===== src/rtl/mac_scheduler_if.sv =====
// Bus between the MAC scheduler, its requesters, the shared multiplier and the result consumer.
// master = scheduler side, slave = requesters / multiplier / consumer side.
interface mac_scheduler_if #(
    parameter int NREQ  = 4,
    parameter int TAP_W = 6,
    parameter int ID_W  = 2
);
    logic [NREQ-1:0]  req;
    logic [NREQ-1:0]  grant;
    logic [TAP_W-1:0] tap_idx;
    logic [31:0]      product;
    logic [31:0]      result;
    logic [ID_W-1:0]  result_id;
    logic             result_valid;
    logic             result_ready;
    logic             busy;

    modport master (
        input  req, product, result_ready,
        output grant, tap_idx, result, result_id, result_valid, busy
    );

    modport slave (
        output req, product, result_ready,
        input  grant, tap_idx, result, result_id, result_valid, busy
    );
endinterface


===== src/rtl/mac_scheduler.sv =====
// Round-robin job scheduler for one shared multiply-accumulate datapath: sequences taps,
// accumulates products and hands the dot product back with the owner's ID.
//
// state | meaning
// IDLE  | no job; arbitrate among req starting at prio_ptr
// RUN   | stepping tap_idx 0..NTAPS-1 and accumulating product
// DONE  | result_valid high, waiting for result_ready
module mac_scheduler #(
    parameter int NREQ  = 4,
    parameter int NTAPS = 64,
    parameter int TAP_W = 6,
    parameter int ID_W  = 2
) (
    input logic            clk,
    input logic            reset_n,
    mac_scheduler_if.master bus
);
    typedef enum logic [1:0] {IDLE, RUN, DONE} state_t;

    localparam logic [TAP_W-1:0] LAST_TAP = TAP_W'(NTAPS - 1);
    localparam logic [ID_W-1:0]  LAST_ID  = ID_W'(NREQ - 1);

    state_t           state_q, state_d;
    logic [NREQ-1:0]  grant_q, grant_d;
    logic [ID_W-1:0]  gnt_id_q, gnt_id_d;
    logic [ID_W-1:0]  prio_ptr_q, prio_ptr_d;
    logic [TAP_W-1:0] tap_idx_q, tap_idx_d;
    logic [31:0]      acc_q, acc_d;
    logic [31:0]      result_q, result_d;
    logic [ID_W-1:0]  result_id_q, result_id_d;
    logic             result_valid_q, result_valid_d;
    logic             busy_q, busy_d;

    logic [ID_W-1:0]  pick_id;

    // First requester at or above prio_ptr, wrapping modulo NREQ.
    always_comb begin : arb
        logic found;
        int   cand;
        found   = 1'b0;
        pick_id = '0;
        for (int i = 0; i < NREQ; i++) begin
            cand = int'(prio_ptr_q) + i;
            if (cand >= NREQ) cand = cand - NREQ;
            if (!found && bus.req[cand]) begin
                found   = 1'b1;
                pick_id = ID_W'(cand);
            end
        end
    end

    always_comb begin
        state_d        = state_q;
        grant_d        = grant_q;
        gnt_id_d       = gnt_id_q;
        prio_ptr_d     = prio_ptr_q;
        tap_idx_d      = tap_idx_q;
        acc_d          = acc_q;
        result_d       = result_q;
        result_id_d    = result_id_q;
        result_valid_d = result_valid_q;
        busy_d         = busy_q;

        case (state_q)
            IDLE: begin
                if (|bus.req) begin
                    state_d          = RUN;
                    grant_d          = '0;
                    grant_d[pick_id] = 1'b1;
                    gnt_id_d         = pick_id;
                    tap_idx_d        = '0;
                    acc_d            = '0;
                    busy_d           = 1'b1;
                end
            end
            RUN: begin
                acc_d = acc_q + bus.product;
                if (tap_idx_q == LAST_TAP) begin
                    result_d       = acc_q + bus.product;
                    result_id_d    = gnt_id_q;
                    result_valid_d = 1'b1;
                    state_d        = DONE;
                end else begin
                    tap_idx_d = tap_idx_q + TAP_W'(1);
                end
            end
            DONE: begin
                if (bus.result_ready) begin
                    result_valid_d = 1'b0;
                    grant_d        = '0;
                    tap_idx_d      = '0;
                    busy_d         = 1'b0;
                    prio_ptr_d     = (gnt_id_q == LAST_ID) ? '0 : gnt_id_q + ID_W'(1);
                    state_d        = IDLE;
                end
            end
            default: state_d = IDLE;
        endcase
    end

    always_ff @(posedge clk or negedge reset_n) begin
        if (!reset_n) begin
            state_q        <= IDLE;
            grant_q        <= '0;
            gnt_id_q       <= '0;
            prio_ptr_q     <= '0;
            tap_idx_q      <= '0;
            acc_q          <= '0;
            result_q       <= '0;
            result_id_q    <= '0;
            result_valid_q <= 1'b0;
            busy_q         <= 1'b0;
        end else begin
            state_q        <= state_d;
            grant_q        <= grant_d;
            gnt_id_q       <= gnt_id_d;
            prio_ptr_q     <= prio_ptr_d;
            tap_idx_q      <= tap_idx_d;
            acc_q          <= acc_d;
            result_q       <= result_d;
            result_id_q    <= result_id_d;
            result_valid_q <= result_valid_d;
            busy_q         <= busy_d;
        end
    end

    assign bus.grant        = grant_q;
    assign bus.tap_idx      = tap_idx_q;
    assign bus.result       = result_q;
    assign bus.result_id    = result_id_q;
    assign bus.result_valid = result_valid_q;
    assign bus.busy         = busy_q;
endmodule


===== src/flat_wrapper.sv =====
// flat-port wrapper written by rule: the top's interface ports become plain ports
module mac_scheduler_flat 
#(
    parameter int NREQ  = 4,
    parameter int NTAPS = 64,
    parameter int TAP_W = 6,
    parameter int ID_W  = 2
)
  (clk, reset_n, bus_req, bus_product, bus_result_ready, bus_grant, bus_tap_idx, bus_result, bus_result_id, bus_result_valid, bus_busy);
  mac_scheduler_if #(.NREQ(NREQ), .TAP_W(TAP_W), .ID_W(ID_W)) bus_i ();
  input logic clk;
  input logic reset_n;
  input wire logic [$bits(bus_i.req)-1:0] bus_req;
  input wire logic [$bits(bus_i.product)-1:0] bus_product;
  input wire logic [$bits(bus_i.result_ready)-1:0] bus_result_ready;
  output wire logic [$bits(bus_i.grant)-1:0] bus_grant;
  output wire logic [$bits(bus_i.tap_idx)-1:0] bus_tap_idx;
  output wire logic [$bits(bus_i.result)-1:0] bus_result;
  output wire logic [$bits(bus_i.result_id)-1:0] bus_result_id;
  output wire logic [$bits(bus_i.result_valid)-1:0] bus_result_valid;
  output wire logic [$bits(bus_i.busy)-1:0] bus_busy;
  assign bus_i.req = bus_req;
  assign bus_i.product = bus_product;
  assign bus_i.result_ready = bus_result_ready;
  assign bus_grant = bus_i.grant;
  assign bus_tap_idx = bus_i.tap_idx;
  assign bus_result = bus_i.result;
  assign bus_result_id = bus_i.result_id;
  assign bus_result_valid = bus_i.result_valid;
  assign bus_busy = bus_i.busy;
  mac_scheduler #(.NREQ(NREQ), .NTAPS(NTAPS), .TAP_W(TAP_W), .ID_W(ID_W)) u_core (.clk(clk), .reset_n(reset_n), .bus(bus_i));
endmodule

===== config.mk =====
export PLATFORM = sky130hd
export DESIGN_NAME = mac_scheduler_flat
export DESIGN_NICKNAME = d
export VERILOG_FILES = /design/src/rtl/mac_scheduler_if.sv /design/src/rtl/mac_scheduler.sv /design/src/flat_wrapper.sv
export SDC_FILE = /design/constraint.sdc
export NUM_CORES = 1
export LEC_CHECK = 0
export ABC_AREA = 1
export ABC_CLOCK_PERIOD_IN_PS = 2000
export CAP_MARGIN = 20
export CORE_MARGIN = 2
export CORE_UTILIZATION = 55
export DETAILED_ROUTE_END_ITERATION = 7
export PLACE_DENSITY = 0.8
export REMOVE_ABC_BUFFERS = 1
export SKIP_CTS_REPAIR_TIMING = 1
export SLEW_MARGIN = 10
export SYNTH_ARGS = -nofsm -noshare
export SYNTH_HDL_FRONTEND = slang
export SYNTH_SLANG_ARGS = --single-unit
export TNS_END_PERCENT = 1

===== constraint.sdc =====
create_clock -name clk -period 2 [get_ports clk]
set_clock_uncertainty 0.05 [all_clocks]
set_input_delay 0.4 -clock clk [delete_from_list [all_inputs] [get_ports clk]]
set_output_delay 0.4 -clock clk [all_outputs]
set_load 0.05 [all_outputs]

==> results.cfg, run 1 <==
[die]
core_area_um2 = 10800
rows = 38
fp.dieH_um = 109
start_util = 0.563
io_pins = 85
die-area_um2 = 12000
dieWidth_um = 109

[power_and_ir_drop]
power.leakage_nw = 4.51
ir_worst_vdd_v = 0.000978
power_w = 0.0124
power_density_nw_per_um2 = 1510

[final_layout]
synthToLayoutAreaGrowth_pct = 34.9
post-route-util = 0.760
multi_input_area_um2 = 3800
drive_above_1_share = 0.216
nets = 1150
layout.area.seq_um2 = 2100
fillCellCount = 827
diodes = 0

[cts]
clock_sinks = 84
clkTransAtPathRegs_ns = 0.09
cts_root_buf = clkbuf_8
numCtsBuffers = 9
clockBufferDepth = 2
clock_latency_ns = 0.38
cts_tree = done
h-tree-depth = 3

[worst_setup_path]
worstPathMaxFanout = 4
crit_path_end_kind = flip-flop
rrSetupSlack_ns = 0.08
r2r_start = u_core.acc_q[25]
r2r-end = u_core.bus.result[28]
cp-endpoint = u_core.bus.result[11]
critical_path_class = in2reg
startpoint_type = input port
arrival_ns = 2.22
cp-startpoint = bus_product[10]
reg2reg_depth = 12
cp.required_ns = 2.22

[place]
detailed_place_hpwl_um = 12700
gp_congestion = 0.941
pre_cts_ws_ns = -0.581
portBuffers = 84

[drt]
dr.pass1.iters = 5
drt-initial-drc-count = 436
vias = 6341
ant_nets = 0
via_per_inst = 5.19
drc = 0
wire_per_inst_um = 14.2
wirelength_um = 17300

[run]
drv_cap = 0

[synth]
async_flop_share = 1.00
synth.most_common_cell = nand2_1
synth_top_cell_area_share = 0.344
yosysWarnings = 0
synthCells = 934
ys.flop_type = dfrtp_1
yosysUniqueCellTypes = 41
synth_area_um2 = 6110
synth_area_leaders = dfrtp_1, nand2_1, inv_1, ha_1, nand3_1
netlist_top_cells_count = nand2_1, inv_1, dfrtp_1
yosysTopAreaCell = dfrtp_1
ys_seq_area_frac = 0.344
synth.avg_cell_area_um2 = 6.54
synth_edf_count = 0
ys_ff_latch = 84

[sta]
setup_ws_ns = 0.00102
final_max_slew_viol_count = 0
rsz0062_at_grt = true
relSlewSlack = 0.651
fin_crit_sh = 0.999
max_freq_mhz = 500
setup_viol = 0
hold_viol = 0
period_minus_slack_ns = 2.00
setup_tns_ns = 0
tightest_slew_ns = 0.523

[global_routing]
antenna_found_initial = 0
met2_usage = 0.486
grt_pass1_wl_um = 26500
met1_usage = 0.381
grt_max_degree = 37
busiest_layer = met2
grt_pass1_vias = 5776
grtUsageTotal = 0.283
grt_overflow = 0
met3_usage = 0.0368

[min_path]
hp-class = in2async

[status]
status = finished, final reports clean
==> placed cells by master (no fill, tap or decap), types with 4 or more instances in the layout <==
| cell | count |
|---|---|
| xor2_1 | 4 |
| ha_1 | 10 |
| nand2_2 | 46 |
| inv_2 | 7 |
| nor2_4 | 4 |
| nand3_1 | 70 |
| and2_1 | 4 |
| buf_4 | 83 |
| dfrtp_1 | 84 |
| ha_2 | 4 |
| o21ai_0 | 25 |
| inv_1 | 142 |
| clkbuf_8 | 9 |
| ha_4 | 19 |
| o21ai_1 | 10 |
| nand2_1 | 365 |
| nor2_1 | 29 |
| xnor2_1 | 8 |
| nand3_2 | 10 |
| clkdlybuf4s50_1 | 33 |
| a21oi_1 | 11 |
| dlymetal6s2s_1 | 30 |
| a21oi_2 | 8 |
| nor3_2 | 4 |
| nor2_2 | 14 |
| nand4_1 | 8 |
==> registers in the layout, summed over array words and instances (netlist names), 2 cells and up <==
name,count
u_core.bus.tap_idx,6
u_core.prio_ptr_q,2
u_core.state_q,2
u_core.bus.result_id,2
u_core.gnt_id_q,2
u_core.acc_q,32
u_core.bus.grant,4
u_core.bus.result,32
==> critical path, stage by stage <==
cell	delay, ns
clkdlybuf4s50_1	0.54
ha_4	0.24
nand2_1	0.11
inv_1	0.09
nand2_1	0.08
nand2_1	0.07
inv_1	0.07
nand3_2	0.14
or2_2	0.33
nand3_1	0.10
nand2_1	0.05
==> layout make-up <==
class | instances | share of cell area
well taps | 140 | 0.0213
repair buffers | 149 | 0.167
clock buffers | 9 | 0.0150
clock inverters | 7 | 0.00988
flip-flops and latches | 84 | 0.255
inverters | 151 | 0.0699
multi-input cells | 682 | 0.461
==> power by group <==
part	switching (W)	internal [W]	total, W
sequential	0.000455	0.00231	0.00277
combinational	0.00502	0.00333	0.00835
clock	0.000699	0.000595	0.00129
total	0.00617	0.00624	0.0124
==> logic make-up (layout without fill, tap and decap cells) <==
group           after synthesis  count (layout)  synth area share
simple gates                574             574             0.401
xor+xnor                     13              13            0.0186
buf+inv                     168             316             0.111
fa+ha+maj                    34              34            0.0709
compound gates               61              61            0.0541
flops                        84              84             0.344
==> metal layers <==
layer	vias to the layer above	wire (um)	part of all wire
li1	3163	-	-
met5	-	0	0
met3	28	1070	0.062
met4	0	254	0.015
met2	247	8440	0.49
met1	2903	7570	0.44
==> worst min path at each step <==
| stage | end | slack (ns) |
|---|---|---|
| after detailed placement | u_core.acc_q[26] | 0.30 |
| final | u_core.bus.result[18] | 0.43 |
| after floorplan | u_core.acc_q[0] | 0.05 |
| after CTS | u_core.acc_q[26] | -0.09 |
| after global routing | u_core.bus.grant[3] | 0.47 |
| after global placement | u_core.bus.result[18] | 0.30 |
==> per-stage QoR <==
| stage | std cells | hold WS (ns) | cell area, um^2 |
|---|---|---|---|
| CTS | 1217 | -0.0903 | 7650 |
| detailed placement | 1201 | 0.303 | 7450 |
| global route | 1222 | 0.470 | 8240 |
| finish | 1222 | 0.433 | 8240 |
| floorplan | 917 | 0.0544 | 6010 |
| global placement | 1201 | 0.299 | 7450 |
No activity file was read; power rests on OpenSTA's default activity.
==> run 2: changes to the inputs <==
--- a/config.mk
+++ b/config.mk
@@ -10,6 +10,7 @@
 export CAP_MARGIN = 20
 export CORE_MARGIN = 2
 export CORE_UTILIZATION = 55
+export CTS_CLUSTER_DIAMETER = 40
 export DETAILED_ROUTE_END_ITERATION = 7
 export PLACE_DENSITY = 0.8
 export REMOVE_ABC_BUFFERS = 1
==> constraint.sdc (replaced) <==
create_clock -name clk -period 2 [get_ports clk]
set_clock_uncertainty 0.05 [all_clocks]
set_input_delay 0.5 -clock clk [delete_from_list [all_inputs] [get_ports clk]]
set_output_delay 0.5 -clock clk [all_outputs]
set_load 0.05 [all_outputs]
==> run 2 against run 1 <==
Largest power group unchanged; maximum frequency up 1.7%; non-clock buffer count up 4; critical endpoint is now u_core.acc_q[26]; die area unchanged; worst setup slack better by 0.034 ns.
==> results.cfg, run 2 (synthesis gave the netlist of run 1 again) <==
[status]
status = finished, final reports clean

[drt]
wirelength_um = 18100
wire_per_inst_um = 14.8
vias = 6488
drt-initial-drc-count = 486
drc = 0
ant_nets = 0
via_per_inst = 5.29
dr.pass1.iters = 6

[cts]
clock_sinks = 84
clkTransAtPathRegs_ns = 0.09
numCtsBuffers = 9
clockBufferDepth = 2
cts_tree = done
clock_latency_ns = 0.38
cts_root_buf = clkbuf_8
h-tree-depth = 3

[worst_setup_path]
critPathSlowestCell = dfrtp_1
startpoint_type = flip-flop
max_stage_delay_ns = 0.40
cpLargestDelayFamily = simple AND/OR/NAND/NOR gates
arrival_ns = 2.19
worstPathMaxFanout = 3
path_common_cell = nand2_2
critical_path_class = reg2reg
cp.required_ns = 2.22
path_cells = ha_4, inv_2, fa_2, inv_2, nand2_2, nand3_2, nand2_2, nand2_2, nand2_2, nand2_1, nand2_1, nand3_1, nand2_1
critPathBufInv = 2
crit_path_end_kind = flip-flop

[sta]
holdWs_ns = 0.441
relSlewSlack = 0.667
max_freq_mhz = 509
tightest_slew_ns = 0.498
setup_viol = 0
fin_crit_sh = 0.983
rsz0062_at_grt = true
hold_viol = 0
setup_ws_ns = 0.0348
period_minus_slack_ns = 1.97
final_max_slew_viol_count = 0

[die]
core_area_um2 = 10800
io_pins = 85
die-area_um2 = 12000
rows = 38
fp.dieH_um = 109
start_util = 0.563
dieWidth_um = 109

[place]
detailed_place_hpwl_um = 12500
gp_congestion = 0.936
place_area_um2 = 7430
pre_cts_ws_ns = -0.679
portBuffers = 84

[power_and_ir_drop]
power_w = 0.0131
power_density_nw_per_um2 = 1540
ir_worst_vdd_v = 0.00110
power.leakage_nw = 4.65

[final_layout]
layout_common_cells = nand2_1, inv_1, buf_4
drive_above_1_share = 0.273
diodes = 0
nets = 1154
synthToLayoutAreaGrowth_pct = 38.8
fillCellCount = 773
layout_commonest_cell = nand2_1
final_area_um2 = 8470

[global_routing]
grt_pass1_wl_um = 26300
antenna_found_initial = 0
grtUsageTotal = 0.282
grt_overflow = 0
grt_pass1_vias = 5801
grt_max_degree = 33

[min_path]
hp-class = reg2reg

[run]
drv_cap = 0
-- run 2: cell types whose count changed in the layout (fill, tap and decap cells not counted), moves of 6 or more --
cell             change
clkdlybuf4s50_1     -22
ha_4                 +9
nand2_1              -9
buf_4               +28
nand2_4              +6
-- run 2: cell type report --
| type | count | area (um^2) | area share |
|---|---|---|---|
| repair buffers | 153 | 1350 | 0.159 |
| multi-input cells | 682 | 4060 | 0.479 |
| flip-flops and latches | 84 | 2100 | 0.248 |
| clock inverters | 5 | 60.1 | 0.00709 |
| clock buffers | 11 | 151 | 0.0179 |
| inverters | 151 | 576 | 0.0679 |
| well taps | 140 | 175 | 0.0207 |
-- run 2: metal layers --
| metal | track usage | routed length [um] | share of wire | vias up |
|---|---|---|---|---|
| li1 | - | - | - | 3173 |
| met1 | 0.368 | 7660 | 0.42 | 3030 |
| met2 | 0.478 | 8760 | 0.48 | 235 |
| met3 | 0.0415 | 1120 | 0.062 | 50 |
| met4 | 0.0958 | 578 | 0.032 | 0 |
| met5 | 0 | 0 | 0 | - |
-- run 2: through the flow --
stage | instances | utilization | TNS (ns)
3_3_place_gp | 1206 | 0.686 | -26.80
5_1_grt | 1226 | 0.782 | -0.304
4_1_cts | 1222 | 0.705 | -6.49
3_5_place_dp | 1206 | 0.686 | -29.48
6_report | 1226 | 0.782 | 0
2_1_floorplan | 917 | - | -31.41
-- run 2: path summary, 6_finish.rpt --
| check | from | to | slack (ns) | depth (start not counted) |
|---|---|---|---|---|
| worst min register to register | u_core.gnt_id_q[0] | u_core.prio_ptr_q[0] | 0.44 | 1 |
| worst max register to register | u_core.acc_q[0] | u_core.acc_q[26] | 0.03 | 13 |
| min in group asynchronous | reset_n | u_core.bus.result[19] | 0.50 | 2 |
| worst max-delay path | u_core.acc_q[0] | u_core.acc_q[26] | 0.03 | 13 |
| max in group asynchronous | reset_n | u_core.acc_q[7] | 0.85 | 3 |
| worst min-delay path | u_core.gnt_id_q[0] | u_core.prio_ptr_q[0] | 0.44 | 1 |
-- run 2: power by group --
group / total, W / switching, W / internal (W)
Combinational: 0.00892 / 0.00530 / 0.00362
Clock: 0.00131 / 0.000663 / 0.000648
Sequential: 0.00284 / 0.000529 / 0.00231
==> run 3: changes to the inputs <==
--- a/config.mk
+++ b/config.mk
@@ -10,9 +10,11 @@
 export CAP_MARGIN = 20
 export CORE_MARGIN = 2
 export CORE_UTILIZATION = 55
-export CTS_CLUSTER_DIAMETER = 40
+export CTS_CLUSTER_DIAMETER = 100
 export DETAILED_ROUTE_END_ITERATION = 7
-export PLACE_DENSITY = 0.8
+export DONT_BUFFER_PORTS = 1
+export GPL_ROUTABILITY_DRIVEN = 0
+export PLACE_DENSITY = 0.7
 export REMOVE_ABC_BUFFERS = 1
 export SKIP_CTS_REPAIR_TIMING = 1
 export SLEW_MARGIN = 10
==> run 3 against run 2 <==
The flow now finishes with violations (hold timing); clock-buffer cell count increased by 1; sequential share of layout area increased by 4.2 points; worst setup slack improved by 0.013 ns; sequential cell count unchanged; clock power increased by 3%; sequential power increased by 16%; non-clock buffer count decreased by 89.
==> results.cfg, run 3 (synthesis gave the netlist of run 1 again) <==
[place]
dp_cells = 1116
portBuffers = 0
detailed_place_hpwl_um = 11600
place_area_um2 = 6640

[min_path]
hp-class = in2async

[cts]
numCtsBuffers = 9
cts_tree = done
h-tree-depth = 3
clkTransAtPathRegs_ns = 0.08
clock_sinks = 84
clockBufferDepth = 2
clock_latency_ns = 0.38
cts_root_buf = clkbuf_8

[final_layout]
final_area_um2 = 7260
drive_above_1_share = 0.186
diodes = 0
post-route-util = 0.670
synthToLayoutAreaGrowth_pct = 18.9
layout_commonest_cell = nand2_1
layout_common_cells = nand2_1, inv_1, dfrtp_1
fillCellCount = 979
nets = 1065
multi_input_area_um2 = 3690
stdcell_count = 1137
layout.area.seq_um2 = 2100

[global_routing]
grt_pass1_vias = 5264
grtUsageTotal = 0.259
grt_max_degree = 85
grt_pass1_wl_um = 24100
antenna_found_initial = 0
grt_overflow = 0

[die]
rows = 38
dieWidth_um = 109
die-area_um2 = 12000
core_area_um2 = 10800
start_util = 0.563
fp.dieH_um = 109
io_pins = 85

[sta]
period_minus_slack_ns = 1.95
relSlewSlack = 0.659
hold_viol = 84
final_max_slew_viol_count = 0
setup_viol = 0
setup_tns_ns = 0
rsz0062_at_grt = true
fin_crit_sh = 0.976
max_freq_mhz = 512
holdWs_ns = -0.240
tightest_slew_ns = 0.511

[status]
failed_checks = hold timing
status = finished with violations

[worst_setup_path]
startpoint_type = flip-flop
arrival_ns = 2.17
cp.required_ns = 2.22
worstPathMaxFanout = 4
critPathBufInv = 0
path_common_cell = nand3_1
critPathSlowestCell = dfrtp_1
cpLargestDelayFamily = simple AND/OR/NAND/NOR gates
critical_path_class = reg2reg
max_stage_delay_ns = 0.42
path_cells = ha_1, nand3_1, nand3_1, nand3_1, nand3_1, or2_2, nand3_1, nand2_1
crit_path_end_kind = flip-flop

[drt]
drc = 0
drt-initial-drc-count = 334
wire_per_inst_um = 13.7
dr.pass1.iters = 5
ant_nets = 0
vias = 5782
via_per_inst = 5.09
wirelength_um = 15500

[power_and_ir_drop]
power.leakage_nw = 3.94
ir_worst_vdd_v = 0.000738
power_density_nw_per_um2 = 1620

[run]
drv_cap = 0
run 3: cell count changes in the layout (fill, tap and decap cells not counted), moves of 9 or more:
cell             change
nand2_2             -15
buf_4               -48
dlymetal6s2s_1      -26
ha_4                 -9
clkdlybuf4s50_1     -11
nand2_1             +21
run 3: per-layer routing:
layer,vias up,track usage,share of wire
li1,2987,-,-
met1,2633,0.347,0.46
met2,141,0.427,0.47
met3,21,0.0516,0.053
met4,0,0.0723,0.016
met5,-,0,0
run 3: layout make-up:
class / instances / share of cell area
multi-input combinational: 682 / 0.509
sequential: 84 / 0.290
inverter: 151 / 0.0793
timing repair buffer: 64 / 0.0679
tap: 140 / 0.0241
clock buffer: 12 / 0.0200
clock inverter: 4 / 0.0100
run 3: per-stage QoR:
step / hold slack [ns] / setup slack (ns) / power, W
2_1_floorplan: 0.154 / -0.732 / 0.00757
3_3_place_gp: 0.157 / -0.140 / 0.00947
3_5_place_dp: 0.156 / -0.183 / 0.00959
4_1_cts: -0.256 / -0.0549 / 0.0110
5_1_grt: -0.272 / -0.0312 / 0.0128
6_report: -0.240 / 0.0478 / 0.0117
run 3: final timing paths:
path	from	end	slack (ns)	depth (start not counted)
setup / recovery	u_core.acc_q[1]	u_core.bus.result[11]	0.05	8
hold / removal	reset_n	u_core.bus.result[0]	-0.24	0
setup reg to reg	u_core.acc_q[1]	u_core.bus.result[11]	0.05	8
hold reg to reg	u_core.acc_q[27]	u_core.acc_q[27]	0.44	2
max in group asynchronous	reset_n	u_core.bus.result[24]	1.96	0
min in group clk	bus_result_ready	u_core.state_q[1]	0.29	3
run 3: worst register-to-register path, stage by stage (launching register included):
cell,delay (ns)
dfrtp_1,0.42
ha_1,0.34
nand3_1,0.12
nand3_1,0.11
nand3_1,0.09
nand3_1,0.21
or2_2,0.36
nand3_1,0.09
nand2_1,0.06
run 3: where the power goes:
part           internal, W  leakage (nW)  switching (W)
combinational      0.00296          2.93        0.00412
sequential         0.00231         0.905       0.000993
clock             0.000736         0.107       0.000617
total              0.00600          3.94        0.00573
